--- config.mk ---
export PLATFORM = sky130hd
export DESIGN_NAME = sseg_mux_param
export DESIGN_NICKNAME = d
export VERILOG_FILES = /design/src/rtl/sseg_pkg.sv /design/src/rtl/sseg_lz_blank.sv /design/src/rtl/sseg_mux_param.sv
export SDC_FILE = /design/constraint.sdc
export NUM_CORES = 1
export LEC_CHECK = 0
export ABC_AREA = 0
export CORE_ASPECT_RATIO = 0.75
export CORE_MARGIN = 10
export CORE_UTILIZATION = 54
export CTS_CLUSTER_SIZE = 10
export DETAILED_ROUTE_END_ITERATION = 8
export GPL_TIMING_DRIVEN = 0
export PLACE_DENSITY = 0.8
export SETUP_SLACK_MARGIN = 0.05
export SLEW_MARGIN = 20
export SYNTH_ARGS = -nofsm -noshare
export SYNTH_HDL_FRONTEND = slang
export SYNTH_SLANG_ARGS = --single-unit
--- constraint.sdc ---
create_clock -name clk -period 2.6 [get_ports clk]
set_input_delay 0.26 -clock clk [delete_from_list [all_inputs] [get_ports clk]]
set_output_delay 0.26 -clock clk [all_outputs]
set_load 0.02 [all_outputs]
--- src/rtl/sseg_pkg.sv ---
// Shared types and the hex-to-segment decode for the seven-segment multiplexer.
// Segment vectors are {g, f, e, d, c, b, a}, active-low, common-anode display.
package sseg_pkg;

  typedef logic [6:0] seg7_t;

  localparam seg7_t SEG_BLANK = 7'h7F;

  function automatic seg7_t hex_to_seg7(input logic [3:0] hex);
    hex_to_seg7 = SEG_BLANK;
    case (hex)
      4'h0: hex_to_seg7 = 7'b1000000;
      4'h1: hex_to_seg7 = 7'b1111001;
      4'h2: hex_to_seg7 = 7'b0100100;
      4'h3: hex_to_seg7 = 7'b0110000;
      4'h4: hex_to_seg7 = 7'b0011001;
      4'h5: hex_to_seg7 = 7'b0010010;
      4'h6: hex_to_seg7 = 7'b0000010;
      4'h7: hex_to_seg7 = 7'b1111000;
      4'h8: hex_to_seg7 = 7'b0000000;
      4'h9: hex_to_seg7 = 7'b0010000;
      4'hA: hex_to_seg7 = 7'b0001000;
      4'hB: hex_to_seg7 = 7'b0000011;
      4'hC: hex_to_seg7 = 7'b1000110;
      4'hD: hex_to_seg7 = 7'b0100001;
      4'hE: hex_to_seg7 = 7'b0000110;
      4'hF: hex_to_seg7 = 7'b0001110;
    endcase
  endfunction

endpackage

--- src/rtl/sseg_lz_blank.sv ---
// Leading-zero blanking: a digit goes dark when it and every more-significant
// digit hold zero with no decimal point. Digit 0 always shows.
module sseg_lz_blank #(
  parameter int NUM_DIGITS = 4
) (
  input  logic [4*NUM_DIGITS-1:0] hex,
  input  logic [NUM_DIGITS-1:0]   dp,
  input  logic                    blank_lz,
  output logic [NUM_DIGITS-1:0]   blank
);

  localparam logic [NUM_DIGITS-1:0] DIGIT0 = NUM_DIGITS'(1);

  logic [NUM_DIGITS-1:0] zero_from;
  logic                  zero_run;

  // NOTE: every combinational output gets a default before the loop so no
  // path through the block leaves it unassigned and infers a latch.
  always_comb begin
    zero_from = '0;
    zero_run  = 1'b1;
    for (int i = NUM_DIGITS - 1; i >= 0; i--) begin
      zero_run     = zero_run & (hex[4*i +: 4] == 4'h0) & ~dp[i];
      zero_from[i] = zero_run;
    end
  end

  assign blank = zero_from & ~DIGIT0 & {NUM_DIGITS{blank_lz}};

endmodule

--- src/rtl/sseg_mux_param.sv ---
// Time-multiplexed driver for NUM_DIGITS common-anode hex digits with frame
// snapshot, per-digit enable, leading-zero blanking and PWM brightness.
module sseg_mux_param
  import sseg_pkg::*;
#(
  parameter int NUM_DIGITS  = 4,
  parameter int REFRESH_DIV = 100000,
  parameter int BRIGHT_BITS = 4
) (
  input  logic                    clk,
  input  logic                    rst,
  input  logic [4*NUM_DIGITS-1:0] hex_in,
  input  logic [NUM_DIGITS-1:0]   dp_in,
  input  logic [NUM_DIGITS-1:0]   digit_en,
  input  logic                    blank_lz,
  input  logic [BRIGHT_BITS-1:0]  brightness,
  output logic [NUM_DIGITS-1:0]   an,
  output logic [7:0]              sseg,
  output logic                    frame_tick
);

  if (NUM_DIGITS < 1 || NUM_DIGITS > 16) begin : g_bad_num_digits
    $error("sseg_mux_param: NUM_DIGITS must be within 1..16");
  end
  if (REFRESH_DIV < 2) begin : g_bad_refresh_div
    $error("sseg_mux_param: REFRESH_DIV must be at least 2");
  end

  localparam int IDX_W = (NUM_DIGITS > 1) ? $clog2(NUM_DIGITS) : 1;
  localparam int PRE_W = (REFRESH_DIV > 1) ? $clog2(REFRESH_DIV) : 1;
  localparam logic [IDX_W-1:0] LAST_IDX = IDX_W'(NUM_DIGITS - 1);
  localparam logic [PRE_W-1:0] LAST_PRE = PRE_W'(REFRESH_DIV - 1);

  logic [PRE_W-1:0]        pre,  pre_nxt;
  logic [IDX_W-1:0]        idx,  idx_nxt;
  logic [BRIGHT_BITS-1:0]  pwm_cnt;
  logic [4*NUM_DIGITS-1:0] hex_snap;
  logic [NUM_DIGITS-1:0]   dp_snap, en_snap, blank;
  logic                    snap_pending;
  logic                    pre_tc, idx_wrap, lit;
  seg7_t                   cur_seg;
  logic [NUM_DIGITS-1:0]   an_nxt;

  assign pre_tc   = (pre == LAST_PRE);
  assign idx_wrap = pre_tc && (idx == LAST_IDX);
  assign lit      = (brightness == '1) || (pwm_cnt < brightness);

  sseg_lz_blank #(.NUM_DIGITS(NUM_DIGITS)) u_lz_blank (
    .hex      (hex_snap),
    .dp       (dp_snap),
    .blank_lz (blank_lz),
    .blank    (blank)
  );

  always_comb begin
    pre_nxt = pre_tc ? '0 : pre + 1'b1;
    idx_nxt = idx;
    if (idx_wrap)    idx_nxt = '0;
    else if (pre_tc) idx_nxt = idx + 1'b1;

    cur_seg = blank[idx] ? SEG_BLANK : hex_to_seg7(hex_snap[4*idx +: 4]);
    an_nxt  = '1;
    if (lit && en_snap[idx]) an_nxt[idx] = 1'b0;
  end

  // NOTE: state registers use non-blocking assignments so every register
  // samples pre-edge values, independent of statement order.
  always_ff @(posedge clk) begin
    if (rst) begin
      pre          <= '0;
      idx          <= '0;
      pwm_cnt      <= '0;
      hex_snap     <= '0;
      dp_snap      <= '0;
      en_snap      <= '0;
      snap_pending <= 1'b1;
      an           <= '1;
      sseg         <= 8'hFF;
      frame_tick   <= 1'b0;
    end else begin
      pre          <= pre_nxt;
      idx          <= idx_nxt;
      pwm_cnt      <= pwm_cnt + 1'b1;
      frame_tick   <= (idx_nxt == '0) && (pre_nxt == '0);
      an           <= an_nxt;
      sseg         <= {~dp_snap[idx], cur_seg};
      snap_pending <= 1'b0;
      // Inputs are frozen for a whole frame; the first edge after reset also loads them.
      if (idx_wrap || snap_pending) begin
        hex_snap <= hex_in;
        dp_snap  <= dp_in;
        en_snap  <= digit_en;
      end
    end
  end

endmodule

* Word level (Yosys, flattened, before mapping)
Memory sizes are Yosys's and may differ from the RTL's. A register that Yosys moved wholly into a read port is not among the register bits. Cells that the tools add are included.
Word-level totals: bits in registers 54, bits in read-only memories 112, bits of input ports 31, output and inout bits 13, word-level logic and storage cells 58, memories 1
Operators by class: add/subtract/negate cells 3, order comparisons 3, equal/unequal tests 3, shift operators 1, multiplexer cells 12, bitwise operators 12, reduce and logical (&&, ||, !) cells 13
Memories:
- (no name shown) | depth 16, bits a word 7, rd ports 1, clocked after Yosys merged registers in 1, write ports 0, line sseg_pkg.sv:11 | case (hex)
Operators by type and width (count):
- $add A17 B1 Y17 const B | 1
- $eq A17 B17 Y1 const B | 1
- $logic_not A17 Y1 | 1
- $mux W17 | 1
- $shiftx A16 B5 Y4 | 1
- $logic_not A4 Y1 | 3
- $bmux W1 S2 | 3
- $and A1 B1 Y1 | 5
- $mux W1 | 5
- $not A1 Y1 | 5
- $add A4 B1 Y4 const B | 1
- $and A4 B4 Y4 | 1
- $eq A4 B4 Y1 const B | 1
- $logic_and A1 B1 Y1 | 4
- $lt A4 B4 Y1 | 1
- $mux W2 | 2
- $not A4 Y4 | 1
- $reduce_or A2 Y1 | 2
- $lt A2 B3 Y1 const B | 1
- $add A2 B1 Y2 const B | 1
- $demux W1 S2 | 1
- $eq A2 B2 Y1 const B | 1
- $ge A2 B1 Y1 const B | 1
- $logic_not A2 Y1 | 1
- $logic_or A1 B1 Y1 | 2

* Depth between registers and ports, before layout
depth in word-level cells 10, mapped depth 8, gate-level depth less buffers 7

* Cells and area by module
Synthesis repeated with hierarchy kept, for this count alone.
Unflattened totals: cell total of the unflattened synthesis 327, area, all modules 3069.2 um2
By module, submodules not included:
- sseg_mux_param | times used 1, cells each 315, area an instance 2996.6 um2, sequential area each 1221.2 um2
- sseg_lz_blank | times used 1, cells each 12, area an instance 72.6 um2, sequential area each 0.0 um2

* Worst setup path after synthesis
No wires, ideal clock.
kind register to register, from register idx[0], to register sseg[3], setup time 0.126 ns, arrival time 2.065 ns, data required time 2.474 ns, setup slack 0.409 ns, stages on the path, launching flop included 8, buffers on the path 1, period minus slack after synthesis 2.191 ns, path through dfxtp_1 buf_2 mux4_2 inv_1 ha_1 inv_1 mux4_2 nand2b_1
Between the ends: word-level cells in the longest chain between the ends 3, elaborated cells between the ends (all ways) 4, those cells by class shift (1); mux (2); reduce/logical (1)
Ends and longest elaborated chain:
- start, declared | line sseg_mux_param.sv:35 | logic [IDX_W-1:0] idx, idx_nxt;
- start signal, assigned | line sseg_mux_param.sv:82 | idx <= idx_nxt;
- parallel branches: the longest is 3 deep, another holds $shiftx A16 B5 Y4
- end, declared | line sseg_mux_param.sv:18 | output logic [7:0] sseg,
Several ways; the timed one is not identified. The select of a mux whose other input is x is not followed. A chain may end at the register's enable or synchronous reset.

* Worst setup path in the final report
Same ends and word-level chain as after synthesis.

==> impl_metrics.ini <==
[outcome]
outcome = complete, no violations

[sta]
fin_worst_skew_ns = 0.0111
slew_headroom_pct = 65.9
fmax_mhz = 422
setup_violations = 0
hold_viol = 0
slew_viol_final = 0
rsz0062_at_grt = false
min_period_ns = 2.37
post-route-period-util_pct = 91.2
setup_tns_ns = 0
worstMarginPinSlew_ns = 0.512

[yosys]
ys.flop_type = dfxtp_1
seq_area_frac_synth_pct = 41.6
yosysTopAreaCell = dfxtp_1
ys_ff_latch = 61
syn_inst = 332
synth_edf_count = 0
synth_common_cells = dfxtp_1 (61), nand2_1 (61), a21oi_1 (33)
ys_types = 43
synth_nets = 378
synthTopCellsByArea = dfxtp_1 (42%), nand2_1 (7.8%), ha_1 (6.4%)
synth.cell_area_sq_um = 2940
syn_area_per_cell_sq_um = 8.84
ys_warn_count = 0
synthArstFlopShare_pct = 0
synth.top_cell.area_share_pct = 41.6

[cells_and_area]
regArea_sq_um = 1220
area_growth_pct = 25.1
drive_gt1_share_pct = 11.8
multi_input_area_sq_um = 1580
instances_no_fill = 466
fin_nets = 432
n_fill_cell = 417
antennaDiodeCount = 0
post-route-cell-area_sq_um = 3670

[floorplanning]
die_area_sq_um = 8820
rows = 23
coreArea_sq_um = 5300
initial_core_util_pct = 55.4
fp.dieW_um = 105
boundaryPins = 44
die_y_um = 83.9

[setup_path]
cp.required_ns = 2.82
crit_chain = buf_2 > mux4_2 > inv_1 > ha_1 > inv_1 > mux4_2 > nand2b_1
path_class = flop to flop
critPathMaxFanout = 10
setup.worst_path.start_class = flop
cpMaxStageDelayCell = mux4_2
cp-end-kind = flop
cpPeakStageDelay_ns = 0.62
crit_family = multiplexers
worstPathArrival_ns = 2.59
crit_buf_inv = 3

[route]
vias = 2467
drc = 0
routed_wl_mm = 6.66
ant_nets = 0
wire_per_inst_um = 14.3
vias_per_cell = 5.29
drt_iter0_markers = 149
dr.pass1.iters = 4

[grt]
grt_pass1_wl_mm = 11.3
grt_overflow = 0
grtUsageTotal_pct = 15.5
grt_start_max_net_pins = 12
grt_pass1_vias = 2420
antenna_found_initial = 0

[cts]
cts_sinks = 61
root_buffer = clkbuf_8
htreeDepth = 3
cts_tree = built
cts-resized-gates = 0
insertion_delay_ns = 0.34
cts_hold_buf = 0
clock_path_buffers = 2
cts_setup_buffers = 0
clk_pin_slew_ns = 0.07
cts_made_buffers = 9

[placed_design]
placed_area_sq_um = 3460
dp_hpwl_mm = 5.04
dp_cells = 450
gp_congestion = 0.880
place.port_buffers = 43

[pwr]
p_leak_uw = 0.00144
ir_drop_uv = 433
p_per_area_nw_per_um2 = 583

[hold_path]
min_path_type = flop to flop

[flow_run]
maxCapViolCount = 0
==> kinds of logic (layout without fill, tap and decap cells) <==
logic type / Yosys count / in the layout / synth area share (%)
mux: 11 / 11 / 6.82
simple gates: 144 / 144 / 24.1
compound gates: 53 / 53 / 11.0
buf+inv: 29 / 88 / 4.43
fa+ha+maj: 15 / 15 / 6.39
xor+xnor: 19 / 19 / 5.67
flops: 61 / 61 / 41.6
==> worst reg2reg max path, cell delays in order (launching register included) <==
cell and delay [ns]:
dfxtp_1 0.40, buf_2 0.30, mux4_2 0.63, inv_1 0.15
ha_1 0.16, inv_1 0.04, mux4_2 0.43, nand2b_1 0.15
==> report_power, final <==
part           switching (uW)  leakage (uW)  total [uW]  internal [uW]
Sequential               25.4      0.000501        1000            976
Combinational             113      0.000835         235            122
Clock                     373      0.000105         907            534
==> through the flow <==
stage	worst slack (ns)	hold slack, ns	util, %	total power [uW]
2_1_floorplan	0.409	0.288	-	1150
3_3_place_gp	0.238	0.436	65.3	1250
3_5_place_dp	0.217	0.446	65.3	1260
4_1_cts	0.212	0.454	69.4	2160
5_1_grt	0.0594	0.470	69.4	2240
6_report	0.229	0.455	69.4	2140
==> path summary, 6_finish.rpt <==
path               from          to  slack (ns)  cells after the start
min          en_snap[2]  en_snap[2]        0.45                      2
min reg2reg  en_snap[2]  en_snap[2]        0.45                      2
max              idx[0]     sseg[3]        0.23                      7
max reg2reg      idx[0]     sseg[3]        0.23                      7
==> layout by cell type (no fill, tap or decap), drive strengths merged, types with 3 or more instances in the layout <==
cell type | netlist | final
a21o | 4 | 4
a21oi | 33 | 33
and3 | 3 | 3
buf | 11 | 11
clkbuf | 6 | 15
clkdlybuf4s50 | 0 | 43
clkinv | 0 | 3
dfxtp | 61 | 61
ha | 15 | 15
inv | 12 | 12
mux4 | 7 | 7
nand2 | 61 | 61
nand2b | 7 | 7
nand3 | 10 | 10
nand4 | 9 | 9
nor2 | 29 | 29
nor2b | 4 | 4
o21ai | 6 | 6
o221ai | 5 | 5
xnor2 | 9 | 9
xor2 | 10 | 10
==> metal layers <==
layer	track usage, %	vias up	routed length, um
met5	0	-	0
met4	4.60	0	70
met3	7.56	7	531
met2	23.3	82	2930
met1	19.1	1128	3130
li1	-	1250	-
==> state kept, by name (all words and copies together) (netlist names) <==
register,count
hex_snap,16
pwm_cnt,4
en_snap,4
idx,2
pre,17
frame_tick,1
dp_snap,4
snap_pending,1
sseg,8
an,4
==> layout make-up <==
| cell class | count | area share (%) |
|---|---|---|
| multi-input cells | 242 | 43.1 |
| flip-flops and latches | 61 | 33.2 |
| repair buffers | 43 | 11.7 |
| clock buffers | 9 | 3.37 |
| well taps | 75 | 2.55 |
| clock inverters | 7 | 2.45 |
| plain buffers | 17 | 2.32 |
| inverters | 12 | 1.23 |
No activity file was read; power rests on OpenSTA's default activity.
